--- config.mk ---
export PLATFORM = sky130hd
export DESIGN_NAME = pc_fetch_ctrl
export DESIGN_NICKNAME = d
export VERILOG_FILES = /design/src/rtl/pc_fetch_ctrl.sv
export SDC_FILE = /design/constraint.sdc
export NUM_CORES = 1
export LEC_CHECK = 0
export BUFFER_PORTS_ARGS = -buffer_cell sky130_fd_sc_hd__buf_2
export CAP_MARGIN = 20
export CORE_AREA = 2 2 44 46
export DETAILED_ROUTE_END_ITERATION = 6
export DIE_AREA = 0 0 46 48
export PLACE_DENSITY = 0.78
export SYNTH_ARGS = -nofsm -noshare
export SYNTH_HDL_FRONTEND = slang
export SYNTH_SLANG_ARGS = --single-unit
--- constraint.sdc ---
create_clock -name CLK -period 2.5 [get_ports CLK]
set_input_delay 0.375 -clock CLK [delete_from_list [all_inputs] [get_ports CLK]]
set_output_delay 0.375 -clock CLK [all_outputs]
set_load 0.05 [all_outputs]
--- src/rtl/pc_fetch_ctrl.sv ---
// pc_fetch_ctrl: PC / IF-ID sequencing controller for the RV32I core.
//
// Holds the fetch pipe when instruction memory is not ready or a load-use
// hazard is flagged. Parks in RESOLVE after a control op reaches decode,
// waits BR_LAT cycles, then waits for the branch-resolved handshake
// (br_valid) before redirecting the PC.
//
// Optional build macro: PC_FETCH_PERF_EN enables the stall_cycles
// performance counter. When it is undefined, stall_cycles is tied to zero.
//
// Parameters:
//   BR_LAT    : cycles from control-op detect to earliest redirect (1..15)
//   RESET_SRC : pc_src code driven while RESET is high
// Ports:
//   CLK, RESET       : clock (rising edge), async active-high reset
//   OP               : opcode of the instruction in decode
//   imem_ready       : fetch data valid this cycle
//   stall_req        : load-use hazard, hold PC and decode
//   br_valid/b_taken : branch outcome handshake
//   pc_en/pc_src     : PC write enable and next-PC select
//   if_id_en/bubble  : IF/ID load enable and NOP injection
//   busy             : high while resolving a control op
//   stall_cycles     : cycles with pc_en low (perf counter)
module pc_fetch_ctrl #(
  parameter int unsigned BR_LAT    = 1,
  parameter logic [1:0]  RESET_SRC = 2'd2
) (
  input  logic        CLK,
  input  logic        RESET,
  input  logic [6:0]  OP,
  input  logic        imem_ready,
  input  logic        stall_req,
  input  logic        br_valid,
  input  logic        b_taken,
  output logic        pc_en,
  output logic [1:0]  pc_src,
  output logic        if_id_en,
  output logic        bubble,
  output logic        busy,
  output logic [31:0] stall_cycles
);

  localparam logic [6:0] OP_JAL    = 7'b1101111;
  localparam logic [6:0] OP_JALR   = 7'b1100111;
  localparam logic [6:0] OP_BRANCH = 7'b1100011;

  localparam logic [0:0] S_RUN     = 1'b0;
  localparam logic [0:0] S_RESOLVE = 1'b1;

  // Detect cycle counts as the first wait cycle, hence the minus one.
  localparam logic [3:0] CNT_INIT  = 4'(BR_LAT - 1);

  logic [0:0] state, state_nx;
  logic [3:0] cnt, cnt_nx;
  logic       jump_flag, jump_flag_nx;
  logic       is_jump, is_ctrl;

  assign is_jump = (OP == OP_JAL) || (OP == OP_JALR);
  assign is_ctrl = is_jump || (OP == OP_BRANCH);

  always_comb begin
    pc_en        = 1'b0;
    pc_src       = 2'd0;
    if_id_en     = 1'b1;
    bubble       = 1'b1;
    busy         = 1'b0;
    state_nx     = state;
    cnt_nx       = cnt;
    jump_flag_nx = jump_flag;
    if (RESET) begin
      // Reset overrides everything so the reset-vector leg is loaded.
      pc_en  = 1'b1;
      pc_src = RESET_SRC;
    end else if (state == S_RUN) begin
      if (!imem_ready) begin
        // Memory not ready wins over a load-use stall: inject a NOP.
      end else if (stall_req) begin
        if_id_en = 1'b0;
        bubble   = 1'b0;
      end else if (is_ctrl) begin
        cnt_nx       = CNT_INIT;
        jump_flag_nx = is_jump;
        state_nx     = S_RESOLVE;
      end else begin
        pc_en  = 1'b1;
        bubble = 1'b0;
      end
    end else begin
      busy = 1'b1;
      // br_valid is only consumed once the latency window has elapsed;
      // memory readiness and stalls do not block the redirect.
      if (cnt != 4'd0) begin
        cnt_nx = cnt - 4'd1;
      end else if (br_valid) begin
        pc_en    = 1'b1;
        pc_src   = (jump_flag | b_taken) ? 2'd1 : 2'd0;
        state_nx = S_RUN;
      end
    end
  end

  always_ff @(posedge CLK or posedge RESET) begin
    if (RESET) begin
      state     <= S_RUN;
      cnt       <= 4'd0;
      jump_flag <= 1'b0;
    end else begin
      state     <= state_nx;
      cnt       <= cnt_nx;
      jump_flag <= jump_flag_nx;
    end
  end

`ifdef PC_FETCH_PERF_EN
  logic [31:0] stall_q;

  always_ff @(posedge CLK or posedge RESET) begin
    if (RESET)
      stall_q <= 32'd0;
    else if (!pc_en && (stall_q != 32'hFFFF_FFFF))
      stall_q <= stall_q + 32'd1;
  end

  assign stall_cycles = stall_q;
`else
  assign stall_cycles = 32'd0;
`endif

endmodule

==> Word level (Yosys, flattened, before mapping) <==
Cells that the tools add are included.
{ "totals": {"wordCells": 52, "reg_bits": 6, "input_bits": 13, "output_inout_bits": 38} }
{ "op_classes": {"eq_ne": 5, "n_mux": 32, "reduce_logical": 7, "bitwise": 4, "n_addsub": 1} }
{ "op_table": {"columns": ["op", "n"], "rows": [
  ["1-bit 2-to-1 mux", 26],
  ["7-bit equality test (second input constant)", 3],
  ["4-bit 2-to-1 mux", 5],
  ["5-bit AND reduction", 2],
  ["2-bit by 1-bit != test with 1-bit output (second input constant)", 2],
  ["2-bit nonzero test", 2],
  ["4-bit nonzero test", 1],
  ["4-bit by 1-bit subtractor with 4-bit output (second input constant)", 1],
  ["1-bit NOT", 3],
  ["1-bit logical OR", 2],
  ["2-bit 2-to-1 mux", 1],
  ["1-bit OR", 1]
]} }

==> Depth between registers and ports, before layout <==
{ "depth": {"depth_word": 8, "ltp_mapped": 7, "mapped_depth_nobuf": 6} }

==> Worst setup path after synthesis <==
Ideal clock, no wire load.
{ "synth_path": {"path_type": "register to output", "startpoint": "register cnt[0]", "endpoint": "output pc_src[0]", "path_slack_ps": -33, "t_arrival_ps": 2158, "t_required_ps": 2125, "path_stages_with_launch": 6, "n_path_buf": 0, "path_cell_list": "dfrtp_1 inv_1 ha_1 nor3b_1 nand3_1 nor3_1"} }
{ "synth_via": {"elab_chain_cells": 4} }
{ "synth_lines": {"columns": ["item", "line", "source"], "rows": [
  ["start: declaration", "54", "logic [3:0] cnt, cnt_nx;"],
  ["start signal: assignment", "109", "cnt <= cnt_nx;"],
  ["4-bit nonzero test", "92", "if (cnt != 4'd0) begin"],
  ["1-bit 2-to-1 mux", "92", null],
  ["1-bit 2-to-1 mux", "74", "end else if (state == S_RUN) begin"],
  ["2-bit 2-to-1 mux", "70", "if (RESET) begin"],
  ["end: declaration", "36", "output logic [1:0] pc_src,"]
]} }
Every way passes these cells.

==> Worst setup path in the final report <==
Same ends and word-level chain as after synthesis.

==> impl_metrics.yaml <==
status:
  status: "finished clean"
routing:
  route.detailed.drc: 0
  wl_per_cell_um: 8.50
  drt-initial-drc-count: 10
  vias: 500
  ant_nets: 0
  drt-pass1-iter-count: 3
  drt_wl_total_mm: 1.00
  vias_per_cell: 4.24
worst_setup_path:
  end_kind: "output port"
  arrival_ns: 1.88
  worstPathMaxFanout: 4
  required_ns: 2.12
  criticalPathCategory: "reg2out"
  cp-start-kind: "flop"
power:
  powerDensity_nw_per_um2: 756
  p_leak_uw: 0.000357
  ir_worst_vdd_mv: 0.275
grt:
  gr-total-overflow: 0
  first_global_vias: 422
  groute.usage.overall_pct: 10.8
  grt_max_degree: 10
  grt_first_pass_wirelength_mm: 1.67
  antenna_found_initial: 0
place:
  dp_hpwl_um: 877
  gp_congestion: 0.742
  dp_cells: 115
  io_buffers: 18
  placed_area_um2: 638
timing:
  fin_skew_ns: 0.00591
  setup_viol: 0
  finalCritPeriodShare_pct: 90.3
  timing.hold.ws_ns: 0.0951
  slew_violations: 0
  fin_crit_ns: 2.26
  grt_setup_unrepaired: "no"
  tns_ns: 0
  fmax_ghz: 0.443
  hold_violations: 0
yosys:
  synth_top_family_by_area: "buffers and inverters"
  yosysWarnings: 0
  syn_avg_cell_area_um2: 7.88
  synthSimpleGateAreaFrac_pct: 20.8
  synth_top_area_share_pct: 37.4
  yosysSeqAreaShare_pct: 22.7
  yosys.area.top_type: "buf_4"
  synth_compound_area_share_pct: 11.3
  syn_area_um2: 662
  synthXorXnorAreaFrac_pct: 0
  syn_inst: 84
  synth_cell_type_count: 26
  synthMuxAreaShare_pct: 1.70
  synth_fa_ha_area_share_pct: 1.89
  synth_area_leaders: "buf_4, dfrtp_1, nand2_1"
  ys_ff_latch: 6
clock_tree:
  clock_latency_ns: 0.24
  cts_setup_buffers: 0
  cts_resized: 0
  clkSinkCount: 6
  clock_tree.root_cell: "clkbuf_4"
  clk_pin_slew_ns: 0.05
  clockBufferDepth: 2
  cts_tree: "built"
  htreeDepth: 1
  hold_buffers: 0
  cts_made_buffers: 3
finish:
  seq_area_um2: 150
  syn2layout_area_growth_pct: -0.189
  fillers: 183
  multi_input_area_um2: 362
  n_antenna_cell: 0
  stdcell_area_um2: 661
  stdcell_count: 118
  drive_gt1_share_pct: 24.8
  num-nets-final: 117
die:
  ios: 51
  rows: 15
  start_util_pct: 39.2
  die_area_um2: 2210
  die_w_um: 46
  floorplan.core_area_um2: 1690
  fp.dieH_um: 48
run:
  cap_viol_max_count: 0
worst_hold_path:
  hp-class: "in2async"
[cell usage after synthesis]
cell,count
or4_1,1
o22a_1,1
nand2b_1,3
nand3_1,3
o211ai_1,1
o21ai_0,3
mux2_1,1
a211oi_2,1
conb_1,1
nor3b_1,1
nor3_1,2
o31a_1,1
nor2_1,4
clkbuf_1,1
inv_1,4
o311ai_0,1
ha_1,1
buf_2,1
nand2_1,8
dfrtp_1,6
nor3_2,1
o22ai_1,1
or4_4,1
o21a_1,1
nor2b_1,2
buf_4,33
[critical path: stages, from the launching register on]
cell     delay, ns
dfrtp_1       0.39
inv_1         0.09
ha_1          0.15
nor3b_1       0.36
nand3_1       0.20
nor3_2        0.17
buf_2         0.28
[placed cells by master (no fill, tap or decap)]
cell type,n
a211oi_2,1
nand2_1,8
conb_1,32
o21a_1,1
o22a_1,1
nor3_1,1
mux2_1,1
inv_1,4
or4_1,1
o211ai_1,1
o31a_1,1
or4_4,1
nor2b_1,2
o21ai_0,3
dfrtp_1,6
buf_2,18
nor3_2,2
nand2b_1,3
nor3b_1,1
nor2_1,4
o22ai_1,1
ha_1,1
o311ai_0,1
clkbuf_4,3
nand3_1,3
[path summary, 6_finish.rpt]
kind	from	to	slack [ns]	depth (start not counted)
setup / recovery	cnt[0]	pc_src[0]	0.24	6
hold / removal	RESET	state	0.1	2
setup reg to reg	cnt[0]	cnt[3]	0.82	6
hold reg to reg	jump_flag	jump_flag	0.49	1
max in group asynchronous	RESET	cnt[2]	2.18	2
min in group CLK	OP[2]	jump_flag	0.37	2
[layout make-up]
class | instances | share of cell area, %
Clock buffer | 3 | 3.41
Inverter | 4 | 2.27
Multi-Input combinational cell | 70 | 54.7
Sequential cell | 6 | 22.7
Tap cell | 17 | 3.22
Timing Repair Buffer | 18 | 13.6
[cells by family after synthesis]
logic type / Yosys count
AND/OR/NAND/NOR: 26
flip-flops: 6
buffers and inverters: 39
adder cells (fa/ha/maj): 1
AO/OA/AOI/OAI: 10
multiplexers: 1
other: 1
[per-layer routing]
metal  global-route usage [%]  routed length (µm)  vias to the layer above  part of all wire (%)
met5                        0                   0                        -                     0
met4                     6.86                  11                        0                   1.1
met3                     2.64                 100                        2                    10
met2                     19.7                 510                       33                    51
met1                     10.9                 381                      216                    38
li1                         -                   -                      249                     -
[flip-flops by register name, summed over array words and instances, names as in the netlist]
signal	cells
jump_flag	1
state	1
cnt	4
[metrics by stage]
| step | total power (µW) | util (%) | setup slack, ns |
|---|---|---|---|
| finish | 500 | 39.1 | 0.242 |
| detailed placement | 414 | 37.8 | 0.491 |
| CTS | 507 | 39.1 | 0.229 |
| global route | 548 | 39.1 | 0.116 |
| global placement | 407 | 37.8 | 0.574 |
| floorplan | 416 | - | 0.382 |
[power breakdown]
group	leakage [µW]	switching [µW]	internal (µW)
registers	0.0000749	39.1	134
clock network	0.0000138	34.0	54.2
logic	0.000268	183	55.5
total	0.000357	256	243
No activity file was read; power rests on OpenSTA's default activity.
